===== src/rtl/booth4_seq_mult_ctrl.sv =====
// Sequential signed radix-4 Booth multiplier with valid/ready flow control.
// It retires one Booth digit per cycle and holds the product until the sink accepts it.
module booth4_seq_mult_ctrl #(
    parameter int WIDTH = 32
) (
    input  logic                 clk,
    input  logic                 reset,
    input  logic                 in_valid,
    output logic                 in_ready,
    input  logic [WIDTH-1:0]     a,
    input  logic [WIDTH-1:0]     b,
    output logic                 out_valid,
    input  logic                 out_ready,
    output logic [2*WIDTH-1:0]   result,
    output logic                 busy
);
    localparam int PW    = 2 * WIDTH;
    localparam int STEPS = WIDTH / 2;
    localparam int CW    = (STEPS > 1) ? $clog2(STEPS) : 1;

    typedef enum logic [1:0] {IDLE, RUN, DONE} state_t;

    state_t          state;
    logic [PW-1:0]   mcand;     // sign-extended multiplicand, pre-shifted by 4^i each step
    logic [PW-1:0]   acc;
    logic [WIDTH-1:0] mplier;   // shifts right two bits per step; [1:0] is the current digit
    logic            hist;
    logic [CW-1:0]   cnt;

    logic [2:0]      trip;
    logic [PW-1:0]   pp;
    logic [PW-1:0]   acc_next;

    always_comb begin
        trip = {mplier[1:0], hist};
        pp   = '0;
        case (trip)
            3'b001, 3'b010: pp = mcand;
            3'b011:         pp = mcand << 1;
            3'b100:         pp = ~(mcand << 1) + PW'(1);
            3'b101, 3'b110: pp = ~mcand + PW'(1);
            default:        pp = '0;
        endcase
        acc_next = acc + pp;
    end

    always_ff @(posedge clk or posedge reset) begin
        if (reset) begin
            state  <= IDLE;
            mcand  <= '0;
            acc    <= '0;
            mplier <= '0;
            hist   <= 1'b0;
            cnt    <= '0;
            result <= '0;
        end else begin
            case (state)
                IDLE: begin
                    if (in_valid) begin
                        mcand  <= {{WIDTH{a[WIDTH-1]}}, a};
                        mplier <= b;
                        hist   <= 1'b0;
                        acc    <= '0;
                        cnt    <= '0;
                        state  <= RUN;
                    end
                end
                RUN: begin
                    acc    <= acc_next;
                    mcand  <= mcand << 2;
                    mplier <= mplier >> 2;
                    hist   <= mplier[1];
                    cnt    <= cnt + CW'(1);
                    // result only changes here, so it never exposes a partial sum
                    if (cnt == CW'(STEPS - 1)) begin
                        result <= acc_next;
                        state  <= DONE;
                    end
                end
                DONE: begin
                    if (out_ready) state <= IDLE;
                end
                default: state <= IDLE;
            endcase
        end
    end

    assign in_ready  = (state == IDLE);
    assign out_valid = (state == DONE);
    assign busy      = (state == RUN) || (state == DONE);
endmodule


===== config.mk =====
export PLATFORM = sky130hd
export DESIGN_NAME = booth4_seq_mult_ctrl
export DESIGN_NICKNAME = d
export VERILOG_FILES = /design/src/rtl/booth4_seq_mult_ctrl.sv
export SDC_FILE = /design/constraint.sdc
export NUM_CORES = 1
export LEC_CHECK = 0
export CAP_MARGIN = 20
export CELL_PAD_IN_SITES_DETAIL_PLACEMENT = 1
export CELL_PAD_IN_SITES_GLOBAL_PLACEMENT = 1
export CORE_UTILIZATION = 30
export DETAILED_ROUTE_END_ITERATION = 10
export GPL_ROUTABILITY_DRIVEN = 0
export PLACE_DENSITY = 0.69
export SLEW_MARGIN = 30
export SYNTH_ARGS = -nofsm -noshare
export SYNTH_HDL_FRONTEND = slang
export SYNTH_SLANG_ARGS = --single-unit

===== constraint.sdc =====
create_clock -name clk -period 10.25 [get_ports clk]
set_input_delay 3.075 -clock clk [delete_from_list [all_inputs] [get_ports clk]]
set_output_delay 3.075 -clock clk [all_outputs]
set_load 0.01 [all_outputs]

======== Yosys cells after proc, flatten, opt, wreduce, memory -nomap -nowiden ========
Cells that the tools add are included.
storage, ports and cells
  logic and storage cells ................. 48
  output and inout port bits .............. 67
  bits of input ports ..................... 68
  bits in registers ....................... 231
operators by class
  reductions and logical operators ........ 8
  multiplexer cells ....................... 15
  bitwise operators ....................... 2
  $add $sub $neg .......................... 4
  eq/ne operators ......................... 12
operators by type and width
  kind                                                                   number
  64-bit one-hot mux with 2 select lines                                 2
  64-bit one-hot mux with 4 select lines                                 1
  64-bit by 1-bit adder with 64-bit output, second input constant        2
  64-bit two-way mux                                                     2
  64-bit NOT                                                             2
  64-bit adder                                                           1
  32-bit one-hot mux with 2 select lines                                 1
  32-bit two-way mux                                                     1
  3-bit equality test, second input constant                             3
  4-bit one-hot mux with 2 select lines                                  1
  3-bit by 2-bit equality test with 1-bit output, second input constant  2
  2-bit two-way mux                                                      3
  2-bit one-hot mux with 3 select lines                                  1
  4-bit by 1-bit adder with 4-bit output, second input constant          1
  4-bit equality test, second input constant                             1
  4-bit two-way mux                                                      1
  2-bit inequality test, second input constant                           2
  2-bit AND reduction                                                    2
  2-bit OR reduction                                                     2
  3-bit by 1-bit equality test with 1-bit output, second input constant  1
  3-bit AND reduction                                                    1
  2-bit by 1-bit equality test with 1-bit output, second input constant  1
  2-bit equality test, second input constant                             1
  2-bit logical NOT                                                      1
  5 further kinds                                                        5

======== Longest topological paths before layout ========
  word-level depth ........................ 5
  gate-level depth with buffers ........... 23
  mapped depth without buffers ............ 22

======== Worst setup path after synthesis ========
No wires, ideal clock.
  path kind ............................... flip-flop to flip-flop
  start ................................... register mcand[2]
  end ..................................... register acc[61]
  arrival time ............................ 5.169 ns
  library setup time ...................... 0.136 ns
  data required time ...................... 10.114 ns
  buffers on the path ..................... 1
  stages on the path, launching flop included .. 23
  slack ................................... 4.946 ns
  clock period less this slack ............ 5.304 ns
  cell sequence ........................... dfrtp_1 > clkbuf_1 > or3_1 > or4b_1 > or3_1 > or3_1 > or3_1 > xor2_1 > nand2_1 > o31ai_1 > a32oi_1 > o21ai_0 > ha_1 > a21oi_1 > o21bai_1 > a21o_1 > a2111o_1 > nand3_1 > nand3_1 > a2111oi_0 > nor2_1 > xnor2_1 > o21ai_0
on the way
  longest elaborated chain between the ends .. 5
  elaborated cells between the ends (all ways) .. 7
  those cells by class .................... add/sub: 3; mux: 2; bitwise: 2
RTL lines
  item                                                         RTL line  text
  start, declared                                              24        logic [PW-1:0] mcand;
  start signal, assigned                                       60        mcand <= {{WIDTH{a[WIDTH-1]}}, a};
  start signal, assigned                                       70        mcand <= mcand << 2;
  64-bit NOT (on tied branches)                                41, 40
  64-bit by 1-bit adder with 64-bit output (on tied branches)  41, 40
  64-bit one-hot mux with 4 select lines (*)                   37        case (trip)
  64-bit adder (*)                                             44        acc_next = acc + pp;
  64-bit one-hot mux with 2 select lines (*)                   57        case (state)
  end signal, assigned                                         69        acc <= acc_next;
  end, declared                                                25        logic [PW-1:0] acc;
Every way passes the cells marked *; elsewhere a longest branch is shown, timed or not.
A chain may end at the register's enable or synchronous reset.

======== Worst setup path in the final report ========
  start ................................... register mcand[0]
  end ..................................... register acc[56]
Same word-level chain as after synthesis.

==> results.md <==
- The tightest min-delay check is of the flip-flop to flip-flop type.
- The sum of net half-perimeters after detailed placement is between 40 and 50 mm.
- In the layout the commonest cells are 310 x nand2_1, 272 x o21ai_0, 229 x dfrtp_1.
- The worst setup path endpoint is acc[56].
- The via count of the first global-routing pass is between 15000 and 20000.
- In the post-synthesis netlist, the biggest area contributors are dfrtp_1 35%, o21ai_0 8.3%, nand2_1 7.1%.
- The highest-utilization routing layer at the global route stage is met2.
- The upper clock frequency limit is approximately 0.15 GHz.
- Entering global routing, the biggest net connects around 110 pins.
- Final hold analysis gives a worst-case slack of ~0.48 ns.
- Wires add up to 57.3 mm.
- After detailed routing, the number of remaining DRC violations is 0.
- During placement, the flow inserted port buffers numbering around 130.
- With fillers left out, the area of the finished cells amounts to 0.0194 mm².
- Data on the critical path is required at its endpoint by about 11 ns.
- The area used by sequential logic in the layout is 0.00578 mm².
- The final setup violation count is 0.
- The reg-to-reg startpoint is mcand[0].
- The flow ran to the end, and the final reports show no timing, DRC or antenna violations.
- For met1 alone, demand over resource in global routing was around 28%.
- At the later pin of the worst-skew pair, clock insertion delay measures just under 0.6 ns.
- The hold violation count in the final report came to 0.
- The fill cell total of the finished layout is ~6400.
- TritonCTS built the clock tree.
- The end of the worst register-to-register path is acc[56].
- Post-CTS timing repair inserted 0 buffers for setup.
- The library cell used most frequently in the layout, excluding fill and tap cells, is nand2_1.
- The number of warning messages in the yosys log is 0.
- The synthesized design devotes to its leading area cell type between 30% and 40% of total area.
- Traced cell by cell, the critical path runs through inv_1, ha_1, nor4b_1, nand4_1, or3_1, or3_1, nor4_1, nand2b_1, xor2_1, o21ai_0, ha_1, a21o_1, a21oi_1, o311ai_0, a21oi_1, o21ai_0, a211oi_1, xor2_1, o21ai_0.
- STA classifies the critical path endpoint as a flip-flop.
- The number of gates resized after CTS was 0.
- Counting buffers and inverters, the worst setup path is 19 cells deep.
- The TritonCTS sink count is roughly 230.
- The first-pass GRT wire length is about 90 mm.
- Global routing used 3.72% of the available met3 tracks.
- Summing all multi-input logic gate instances after layout gives 0.00999 mm².
- The number of storage elements in the synthesis netlist is 231.
- The die covers 0.0558 mm².
- The clock period minus final worst setup slack is between 6 and 7 ns.
- The violation count after the first detailed-routing iteration is 994.
- The remaining global-route overflow is 0.
- The number of max-slew violations in the final report was 0.
- The slew at the pin closest to its max-slew limit is around 1.0 ns.
- In this run the standard cell core region covers between 0.05 and 0.06 mm².
- The cell chosen for the clock root is clkbuf_16.
- For this design, the slowest cell found on the critical path is a211oi_1.
- Data arrives at the worst endpoint at 6.99 ns.
- The number of antenna diodes in the final layout is 0.
- The routed via count divided by cell count is 5.68.
- The relative slew slack is 30.8%.
- The max-capacitance violation count is 0.
- After detailed routing, the average wire length per cell comes to around 21 µm.
- Across all register-to-register paths, the minimum setup slack is around 3.7 ns.
- Broken down by cell family, the worst path's largest delay share belongs to compound AO/OA/AOI/OAI gates.
- Synthesis produced a little over 2000 cells.
- The cell accounting for the most synthesized area is dfrtp_1.
- For this run, the slowest stage of the critical path takes slightly below 0.7 ns.
- The setup TNS is 0 ns.
- The horizontal die dimension is between 200 and 250 µm.
- The floorplan has 85 rows.
- Counting along the longest clock path gives a buffer depth of 3.
- In this run the worst setup path begins at mcand[0].
- For this block, the via count after detailed routing is 15765.
- The post-cts hold buffer count is 0.
- The final cycle utilization of the critical path is 64.2%.
- The number of antenna violations at the first check in global routing came to 4.
- The total iterations of the first detailed-routing run is 5.
- The share of layout cells above drive strength 1 is around 6%.
- The most used flip-flop cell after synthesis is dfrtp_1.
- The worst setup path is launched from a flip-flop.
- The layout overhead on the synthesized area is 17.7%.
- The number of synthesized flops with an enable pin is 0.
- By instance count, the cell type seen most on the critical path is o21ai_0.
- For this run, global-route usage on met2 was measured as a little under a third.
- The final net count is between 2000 and 2500.
- The mapped netlist covers 0.0165 mm².
- The async set-or-reset flop fraction in the synthesized netlist is between 90% and 100%.
- Setup repair after global routing left no endpoint under its margin.
- The count of nets left with antenna violations once routing finished came out at 0.
- The number of clock buffers inserted by TritonCTS is 30.
- The count of buffering cells on the critical path with inverters included is 1.
- The placed instances occupy a cell area of between 0.015 and 0.02 mm².
- Measured along the y axis, the die boundary spans between 200 and 250 µm.
- In the global route stage, overall resource usage came out at ~20%.
- A synthesized cell averages 8.10 µm².
- The worst clock skew is 0.0258 ns.
- The net count after synthesis is between 2000 and 2500.
- The clock-pin transition on the worst setup and hold timing paths is 0.06 ns.
- The initial utilization of the core area, before any placement, comes to 30.5%.
- In this run the number of H-tree levels came out at 1.
- The number of I/O pins is ~140.
- The number of cells on the worst reg-to-reg path is 19.
- Sequential elements use around a third of the synthesized area.
- The netlist uses 64 different library cells.
- The kind of critical path is flip-flop to flip-flop.
- Along the worst path, the maximum fanout reaches 8.
## worst min-delay path: cells and delay by family, from the launching register on
family          cells  cell delay [ns]
simple gates        1             0.05
compound gates      1             0.06
flops               1             0.34
## cell type report
type                            count  area share, %
Timing Repair Buffer              159           8.08
Clock buffer                       42           4.47
Sequential cell                   231           29.8
Inverter                           30          0.619
Multi-Input combinational cell   1604           51.5
Tap cell                          696           4.49
Clock inverter                     14          0.974
## synthesized netlist by cell type, types with 11 or more instances
cell type / instances
o21ai_0: 272
nand3_1: 30
clkbuf_1: 154
inv_1: 29
nor2_1: 110
nand4_1: 24
xor2_1: 61
nor3_1: 35
or3_1: 29
mux2i_1: 39
buf_1: 11
o21bai_1: 16
a221o_1: 36
a31oi_1: 20
xnor2_1: 77
a21oi_1: 141
dfrtp_1: 231
a21o_1: 38
nand2_1: 313
mux2_2: 30
ha_1: 68
a22oi_1: 38
o31ai_1: 15
o22ai_1: 67
o211ai_1: 11
## sequential cells by signal (all words and copies together) (netlist names)
name	count
mcand	64
result	64
acc	64
mplier	32
cnt	4
state	2
hist	1
## cells by family (layout without fill, tap and decap cells)
logic type      after synthesis  after routing  share of synthesized area (%)
fa+ha+maj                    69             69                           5.29
buf+inv                     199            245                           4.60
flops                       231            231                           35.1
xor+xnor                    138            138                           7.34
simple gates                614            614                           16.7
mux                          69             69                           4.42
compound gates              714            714                           26.5
## routing by layer
layer / vias up / share of wire [%]
li1: 7422 / -
met5: - / 0.070
met1: 7808 / 47
met4: 6 / 2.3
met3: 93 / 6.0
met2: 436 / 44
## worst min-delay path by stage
| stage | cells past startpoint | endpoint | slack (ns) | from |
|---|---|---|---|---|
| finish | 2 | result[29] | 0.48 | result[29] |
| global route | 2 | result[29] | 0.50 | result[29] |
| CTS | 2 | result[29] | 0.48 | result[29] |
| detailed placement | 2 | result[29] | 0.47 | result[29] |
| global placement | 2 | result[1] | 0.46 | result[1] |
| floorplan | 2 | acc[10] | 0.46 | acc[10] |
## metrics by stage
step / worst slack [ns] / utilization (%) / cells
detailed placement: 3.63 / 33.9 / 2719
finish: 3.67 / 35.9 / 2776
floorplan: 0.842 / - / 2034
global route: 3.13 / 35.9 / 2776
CTS: 3.59 / 35.8 / 2775
global placement: 3.75 / 33.8 / 2717
Power is not shown: default switching activity piles up to over one toggle a cycle in this logic, so the estimate is an artifact.
